<file path="src/rtl/prog_loader_pkg.sv">
// Shared definitions for the program loader: FSM states, default sizing and
// the field layout of a 16-bit instruction word.
package prog_loader_pkg;

   typedef enum logic [2:0] {
      IDLE,
      HI,
      LO,
      WRITE,
      FINISH
   } pl_state_e;

   localparam int unsigned PL_DEPTH    = 16;
   localparam logic [15:0] PL_END_WORD = 16'hFFFF;

   // Instruction word layout: opcode | ip1 | ip2 | op, four bits each
   localparam int unsigned FIELD_W    = 4;
   localparam int unsigned OPCODE_LSB = 12;
   localparam int unsigned IP1_LSB    = 8;
   localparam int unsigned IP2_LSB    = 4;
   localparam int unsigned OP_LSB     = 0;

endpackage

</file>
<file path="src/rtl/prog_loader.sv">
// Byte-serial program loader: assembles high/low byte pairs into 16-bit words and
// writes them to program memory from address 0, holding the CU until the load ends.
module prog_loader
   import prog_loader_pkg::*;
#(
   parameter int unsigned DEPTH    = PL_DEPTH,
   parameter logic [15:0] END_WORD = PL_END_WORD
) (
   input  logic        clk,
   input  logic        rst,
   input  logic        start,
   input  logic [7:0]  byte_in,
   input  logic        byte_valid,
   output logic        byte_ready,
   output logic        pm_we,
   output logic [7:0]  pm_addr,
   output logic [15:0] pm_wdata,
   output logic        cpu_hold,
   output logic        done,
   output logic        overflow,
   output logic [7:0]  word_count
);

   localparam logic [8:0] DEPTH_9 = 9'(DEPTH);

   pl_state_e   state_q, state_d;
   logic [7:0]  hi_q, hi_d;
   logic [7:0]  addr_q, addr_d;
   logic [7:0]  word_count_q, word_count_d;
   logic        overflow_q, overflow_d;
   logic        byte_ready_q, byte_ready_d;
   logic        cpu_hold_q, cpu_hold_d;
   logic        done_q, done_d;
   logic        pm_we_q, pm_we_d;
   logic [7:0]  pm_addr_q, pm_addr_d;
   logic [15:0] pm_wdata_q, pm_wdata_d;
   logic        accept;
   logic [15:0] word;

   assign accept = byte_valid & byte_ready_q;
   assign word   = {hi_q, byte_in};

   always_comb begin
      state_d      = state_q;
      hi_d         = hi_q;
      addr_d       = addr_q;
      word_count_d = word_count_q;
      overflow_d   = overflow_q;
      pm_we_d      = 1'b0;
      pm_addr_d    = pm_addr_q;
      pm_wdata_d   = pm_wdata_q;

      case (state_q)
         IDLE: begin
            if (start) begin
               state_d      = HI;
               addr_d       = '0;
               word_count_d = '0;
               overflow_d   = 1'b0;
            end
         end
         HI: begin
            if (accept) begin
               hi_d    = byte_in;
               state_d = LO;
            end
         end
         LO: begin
            if (accept) begin
               state_d = WRITE;
               // The terminator only steers WRITE to FINISH; it never reaches memory
               if (word != END_WORD) begin
                  pm_we_d    = 1'b1;
                  pm_addr_d  = addr_q;
                  pm_wdata_d = word;
               end
            end
         end
         WRITE: begin
            if (pm_we_q) begin
               addr_d       = addr_q + 8'd1;
               word_count_d = word_count_q + 8'd1;
               // 9-bit compare so DEPTH=256 is reached even though word_count wraps to 0
               if (({1'b0, word_count_q} + 9'd1) == DEPTH_9) begin
                  overflow_d = 1'b1;
                  state_d    = FINISH;
               end else begin
                  state_d = HI;
               end
            end else begin
               state_d = FINISH;
            end
         end
         FINISH: state_d = IDLE;
         default: state_d = IDLE;
      endcase

      // Outputs are registered copies decoded from the next state
      byte_ready_d = (state_d == HI) || (state_d == LO);
      cpu_hold_d   = (state_d == HI) || (state_d == LO) || (state_d == WRITE);
      done_d       = (state_d == FINISH);
   end

   always_ff @(posedge clk or posedge rst) begin
      if (rst) begin
         state_q      <= IDLE;
         hi_q         <= '0;
         addr_q       <= '0;
         word_count_q <= '0;
         overflow_q   <= 1'b0;
         byte_ready_q <= 1'b0;
         cpu_hold_q   <= 1'b0;
         done_q       <= 1'b0;
         pm_we_q      <= 1'b0;
         pm_addr_q    <= '0;
         pm_wdata_q   <= '0;
      end else begin
         state_q      <= state_d;
         hi_q         <= hi_d;
         addr_q       <= addr_d;
         word_count_q <= word_count_d;
         overflow_q   <= overflow_d;
         byte_ready_q <= byte_ready_d;
         cpu_hold_q   <= cpu_hold_d;
         done_q       <= done_d;
         pm_we_q      <= pm_we_d;
         pm_addr_q    <= pm_addr_d;
         pm_wdata_q   <= pm_wdata_d;
      end
   end

   assign byte_ready = byte_ready_q;
   assign cpu_hold   = cpu_hold_q;
   assign done       = done_q;
   assign overflow   = overflow_q;
   assign word_count = word_count_q;
   assign pm_we      = pm_we_q;
   assign pm_addr    = pm_addr_q;
   assign pm_wdata   = pm_wdata_q;

endmodule

</file>
<file path="config.mk">
export PLATFORM = sky130hd
export DESIGN_NAME = prog_loader
export DESIGN_NICKNAME = d
export VERILOG_FILES = /design/src/rtl/prog_loader_pkg.sv /design/src/rtl/prog_loader.sv
export SDC_FILE = /design/constraint.sdc
export NUM_CORES = 1
export LEC_CHECK = 0
export BUFFER_PORTS_ARGS = -buffer_cell sky130_fd_sc_hd__buf_4
export CAP_MARGIN = 20
export CORE_ASPECT_RATIO = 0.75
export CORE_MARGIN = 2
export CORE_UTILIZATION = 43
export DETAILED_ROUTE_END_ITERATION = 6
export PLACE_DENSITY = 0.66
export SETUP_SLACK_MARGIN = 0.2
export SLEW_MARGIN = 20
export SYNTH_ARGS = -nofsm -noshare
export SYNTH_HDL_FRONTEND = slang
export SYNTH_SLANG_ARGS = --single-unit
</file>
<file path="constraint.sdc">
create_clock -name clk -period 2.5 [get_ports clk]
set_clock_uncertainty 0.2 [all_clocks]
set_input_delay 0.5 -clock clk [delete_from_list [all_inputs] [get_ports clk]]
set_output_delay 0.5 -clock clk [all_outputs]
set_load 0.02 [all_outputs]
</file>
# After elaboration in Yosys (flattened, before gate mapping)

Index checks and enable logic that the tools add are counted.

Output and inout port bits: 37
RAM bits: 0
Register bits: 56
Memory bits (read-only): 0
Bits in latches: 0
Memories: 0
Bits of input ports: 12

Muxes and demuxes: 18
Reductions and logical operators: 8
Add/sub/neg operators: 3
Equality and inequality tests: 12
Order comparisons: 0
Shift operators: 0
Bitwise gates (word level): 1
Divide/modulo/power cells: 0
Multiply operators: 0

Operators by type and width:

| kind                   | number |
|---|---|
| $pmux W8 S2            | 2 |
| $mux W8                | 3 |
| $add A8 B1 Y8 const B  | 2 |
| $ne A16 B16 Y1 const B | 1 |
| $mux W3                | 5 |
| $eq A3 B2 Y1 const B   | 4 |
| $pmux W3 S4            | 1 |
| $add A8 B1 Y9 const B  | 1 |
| $eq A9 B5 Y1 const B   | 1 |
| $eq A3 B1 Y1 const B   | 2 |
| $mux W1                | 6 |
| $ne A2 B2 Y1 const B   | 3 |
| $reduce_and A3 Y1      | 2 |
| $reduce_and A4 Y1      | 1 |
| $eq A3 B3 Y1 const B   | 1 |
| $logic_not A3 Y1       | 1 |
| $logic_or A1 B1 Y1     | 2 |
| $pmux W1 S2            | 1 |
| $reduce_and A2 Y1      | 1 |
| $reduce_bool A2 Y1     | 1 |
| $and A1 B1 Y1          | 1 |

# Logic depth before layout (Yosys ltp)

Depth in word-level cells: 8
Depth in mapped cells: 6
Mapped depth without buffers: 5

# Worst setup path before layout

Ideal clock, no wire load.

Path type: register -> register
Start: reg word_count_q[0], in the netlist word_count[0]
End: reg done_q, in the netlist done
Stages on the path, launching flop included: 7
Arrival time: 1.876 ns
Path buffers: 1
Setup time: 0.067 ns
Setup slack: 0.357 ns
Period minus slack after synthesis: 2.143 ns
Required time: 2.233 ns
Cell sequence: dfrtp_1 ha_1 and3_1 buf_2 a21o_1 a2111oi_4 o2111a_1

Word-level cells in the longest chain between the ends: 6

RTL lines:

| element                | line               | RTL |
|---|---|---|
| start, declared        | prog_loader.sv:29  | `logic [7:0] word_count_q, word_count_d;` |
| start signal, assigned | prog_loader.sv:121 | `word_count_q <= word_count_d;` |
| $add A8 B1 Y9          | prog_loader.sv:84  | `if (({1'b0, word_count_q} + 9'd1) == DEPTH_9) begin` |
| $eq A9 B5 Y1           | prog_loader.sv:84  |  |
| $mux W3                | prog_loader.sv:84  |  |
| $mux W3                | prog_loader.sv:80  | `if (pm_we_q) begin` |
| $pmux W3 S4            | prog_loader.sv:53  | `case (state_q)` |
| $eq A3 B3 Y1           | prog_loader.sv:101 | `done_d = (state_d == FINISH);` |
| net done_d             | prog_loader.sv:33  | `logic done_q, done_d;` |
| end signal, assigned   | prog_loader.sv:125 | `done_q <= done_d;` |
| end, declared          | prog_loader.sv:33  |  |

The timed path passes the listed nets, and every way through them passes these cells.
A chain may end at the register's enable or synchronous reset.

# Worst setup path in the final report

Start: reg word_count_q[1], in the netlist word_count[1]
End: reg state_q[2]

Word-level cells in the longest chain between the ends: 5

RTL lines:

| element              | line               | RTL |
|---|---|---|
| $add A8 B1 Y9        | prog_loader.sv:84  |  |
| $eq A9 B5 Y1         | prog_loader.sv:84  |  |
| $mux W3              | prog_loader.sv:84  |  |
| $mux W3              | prog_loader.sv:80  |  |
| $pmux W3 S4          | prog_loader.sv:53  |  |
| net state_d[2]       | prog_loader.sv:26  | `pl_state_e state_q, state_d;` |
| end signal, assigned | prog_loader.sv:118 | `state_q <= state_d;` |
| end, declared        | prog_loader.sv:26  |  |

The timed path passes the listed nets, and every way through them passes these cells.

==> reports/results.ini <==
[floorplan]
die_x_um = 92.55
fp.coreArea_um2 = 5736
rows = 24
die_y_um = 70.41
dieArea_um2 = 6516
io_pins = 49
start_util_pct = 44.09

[layout]
fin_util_pct = 53.95
diodes = 0
final_cell_area_um2 = 3094
syn_to_final_growth_pct = 22.37
fill_cells = 513
instances_no_fill = 339
multiInputGateArea_um2 = 1050
nNetsFinal = 275
drive_gt1_share_pct = 33.72
seqCellArea_um2 = 1403

[detailed_routing]
dr.pass1.iters = 4
drc = 0
wl_per_cell_um = 14.23
vias = 1729
viasPerCell = 5.100
wirelength_um = 4825
dr.first_iter.drc_count = 54
ant_nets = 0

[place]
port_buffers = 48
dpl_worst_slack_ns = 0.3195
postPlaceCellArea_um2 = 2982
place.gp.congestion = 0.7743
hpwl_um = 3573
placed_cells = 329

[power_and_ir_drop]
p_int_mw = 1.855
p_clk_share_pct = 17.7
power_frac_seq_pct = 46.5
sw_frac_of_total_pct = 34.88
comb_power_share_pct = 35.8
power.switching_mw = 0.9936
leakage_nw = 1.502
power.density_nw_per_um2 = 920.7
max-vdd-ir-drop_uv = 449.9

[logic_synthesis]
syn-cell-area_um2 = 2529
synth_flop_cell = dfrtp_1
synth_nets = 219
synth_seq_area_share_pct = 55.42
async_flop_share_pct = 100.0
ys_types = 39
yosys_warnings = 0
synth.avg_cell_area_um2 = 12.40
synthCells = 204
ys_ff_latch = 56
synth_edf_count = 0

[worst_setup_path]
cp-startpoint = word_count[1]
rr_endpoint = state_q[2]
ff2ff_path_depth = 6
crit_path_end = state_q[2]
cp-start-kind = flip-flop
critPathMaxFanout = 6
critPathKind = flip-flop to flip-flop
crit_path_end_kind = flip-flop
rr_startpoint = word_count[1]
cp.required_ns = 2.56
worstPathArrival_ns = 2.18
reg2reg_slack_ns = 0.38

[worst_hold_path]
hp-start = byte_in[5]
hp-class = input pin to flip-flop

[clock_network]
cts.sinks = 56
cts_buffers = 5
clockBufferDepth = 2
insertion_delay_ns = 0.31
tritoncts = done
htreeDepth = 2
clockRootBuffer = clkbuf_8
path_clk_slew_ns = 0.10

[flow_run]
maxCapViolCount = 0

[run_status]
run_status = finished clean

[timing]
slew_headroom_pct = 61.23
finalWorstPathRequiredPeriod_ns = 2.124
hold_viol = 0
final-setup-viol-count = 0
max_freq_ghz = 0.4708
grt_setup_unrepaired = no
tns_ns = 0
worstMarginPinSlew_ns = 0.5791
slew_violations = 0
post-route-period-util_pct = 84.96
setup_ws_ns = 0.3760

[global_route]
grt_first_pass_wirelength_um = 8355
grt_pass1_vias = 1633
grt_max_degree = 23
track_usage_pct = 16.40
grt_overflow = 0
antenna_found_initial = 0

==> metal layers <==
layer | vias up | share of wire [%] | GRT usage [%] | wire length (µm)
met3 | 7 | 2.4 | 2.913 | 118
met2 | 28 | 44 | 22.55 | 2134
met1 | 847 | 52 | 25.28 | 2490
met5 | - | 0 | 0 | 0
li1 | 847 | - | - | -
met4 | 0 | 1.7 | 6.799 | 82
==> how the worst min path moves through the flow <==
stage | endpoint | slack (ns) | depth (start not counted)
floorplan | pm_addr[6] | 0.26 | 1
global placement | pm_addr[4] | 0.27 | 1
detailed placement | pm_addr[2] | 0.28 | 1
CTS | pm_wdata[1] | 0.21 | 2
global route | pm_wdata[1] | 0.20 | 2
finish | pm_wdata[5] | 0.21 | 2
==> power by group through the flow <==
| stage | clock network (mW) | logic, mW | registers (mW) |
|---|---|---|---|
| floorplan | 0 | 0.442 | 1.52 |
| global placement | 0 | 1.01 | 1.35 |
| detailed placement | 0 | 1.03 | 1.35 |
| CTS | 0.525 | 1.03 | 1.33 |
| global route | 0.566 | 1.10 | 1.37 |
| finish | 0.503 | 1.02 | 1.33 |
==> layout by cell type (no fill, tap or decap), drive strengths merged <==
cell type    netlist  routed
nor3               1       1
a21oi              1       1
nand3              9       9
o22a               1       1
nand2b             2       2
buf                8      57
nor2              14      14
a31oi              2       2
nand4             11      11
xor2               6       6
and4               1       1
o31ai              1       1
o21a               1       1
nand4b             1       1
or3                1       1
and3               2       2
inv                4       5
nand2             15      15
nor4               2       2
o21ai             15      15
xnor2              3       3
and2               2       2
dfrtp             56      56
mux2              31      31
a2111oi            1       1
and4b              1       1
o2111a             2       2
a22oi              1       1
clkinv             0       2
ha                 3       3
a21o               1       1
nor4b              2       2
dlygate4sd3        0       1
clkbuf             1       5
nor3b              1       1
a22o               1       1
==> state kept, by name (all words and copies together), names as in the netlist <==
signal / count
pm_wdata: 16
addr_q: 8
hi_q: 8
pm_addr: 8
word_count: 8
state_q: 3
byte_ready: 1
cpu_hold: 1
done: 1
overflow: 1
pm_we: 1
==> cells in the mapped netlist, types with 2 or more instances <==
| cell type | n | share of area [%] |
|---|---|---|
| nand2_1 | 15 | 2.2 |
| nand2b_1 | 2 | 0.49 |
| ha_1 | 3 | 1.5 |
| buf_2 | 4 | 0.79 |
| mux2_1 | 18 | 8.0 |
| dfrtp_1 | 56 | 55 |
| nor2_1 | 13 | 1.9 |
| xor2_1 | 6 | 2.1 |
| mux2_2 | 13 | 5.8 |
| nor4b_4 | 2 | 1.9 |
| and3_1 | 2 | 0.49 |
| a31oi_1 | 2 | 0.49 |
| nand4_1 | 11 | 2.7 |
| and2_1 | 2 | 0.49 |
| o2111a_1 | 2 | 0.89 |
| o21ai_0 | 15 | 3.0 |
| nand3_1 | 9 | 1.8 |
| buf_6 | 3 | 1.3 |
| inv_1 | 4 | 0.59 |
| xnor2_1 | 3 | 1.0 |
==> final cells by class <==
cell class,instances,area share (%)
flip-flops and latches,56,45.33
multi-input cells,135,33.93
repair buffers,58,14.15
well taps,78,3.154
clock buffers,5,2.224
clock inverters,3,0.7279
inverters,4,0.4852
==> critical path, stage by stage, from the launching register on <==
cell and delay (ns):
dfrtp_1 0.44, ha_2 0.25, and3_1 0.28, nand4_1 0.17, a2111oi_4 0.36, buf_4 0.19
o2111a_1 0.17
==> cell families (layout without fill, tap and decap cells) <==
kind of cell    count (synthesis)  in the layout  share of synthesized area, %
xor+xnor                        9              9                         3.117
compound gates                 27             27                         7.521
flops                          56             56                         55.42
fa+ha+maj                       3              3                         1.485
buf+inv                        13             70                         3.166
mux                            31             31                         13.80
simple gates                   65             65                         15.49
==> per-stage QoR <==
| step | hold WS [ns] | power [mW] |
|---|---|---|
| 4_1_cts | 0.2060 | 2.889 |
| 3_5_place_dp | 0.2759 | 2.380 |
| 5_1_grt | 0.2037 | 3.032 |
| 6_report | 0.2131 | 2.849 |
| 2_1_floorplan | 0.2642 | 1.963 |
| 3_3_place_gp | 0.2682 | 2.363 |
==> repair_timing <==
action / CTS / global route
gates resized for setup: 0 / 2
setup buffers: 0 / 1
endpoints found under the setup margin: 0 / 6
hold endpoints to repair: 4 / 0
hold buffers: 1 / 0
No activity file was read; power rests on OpenSTA's default activity.
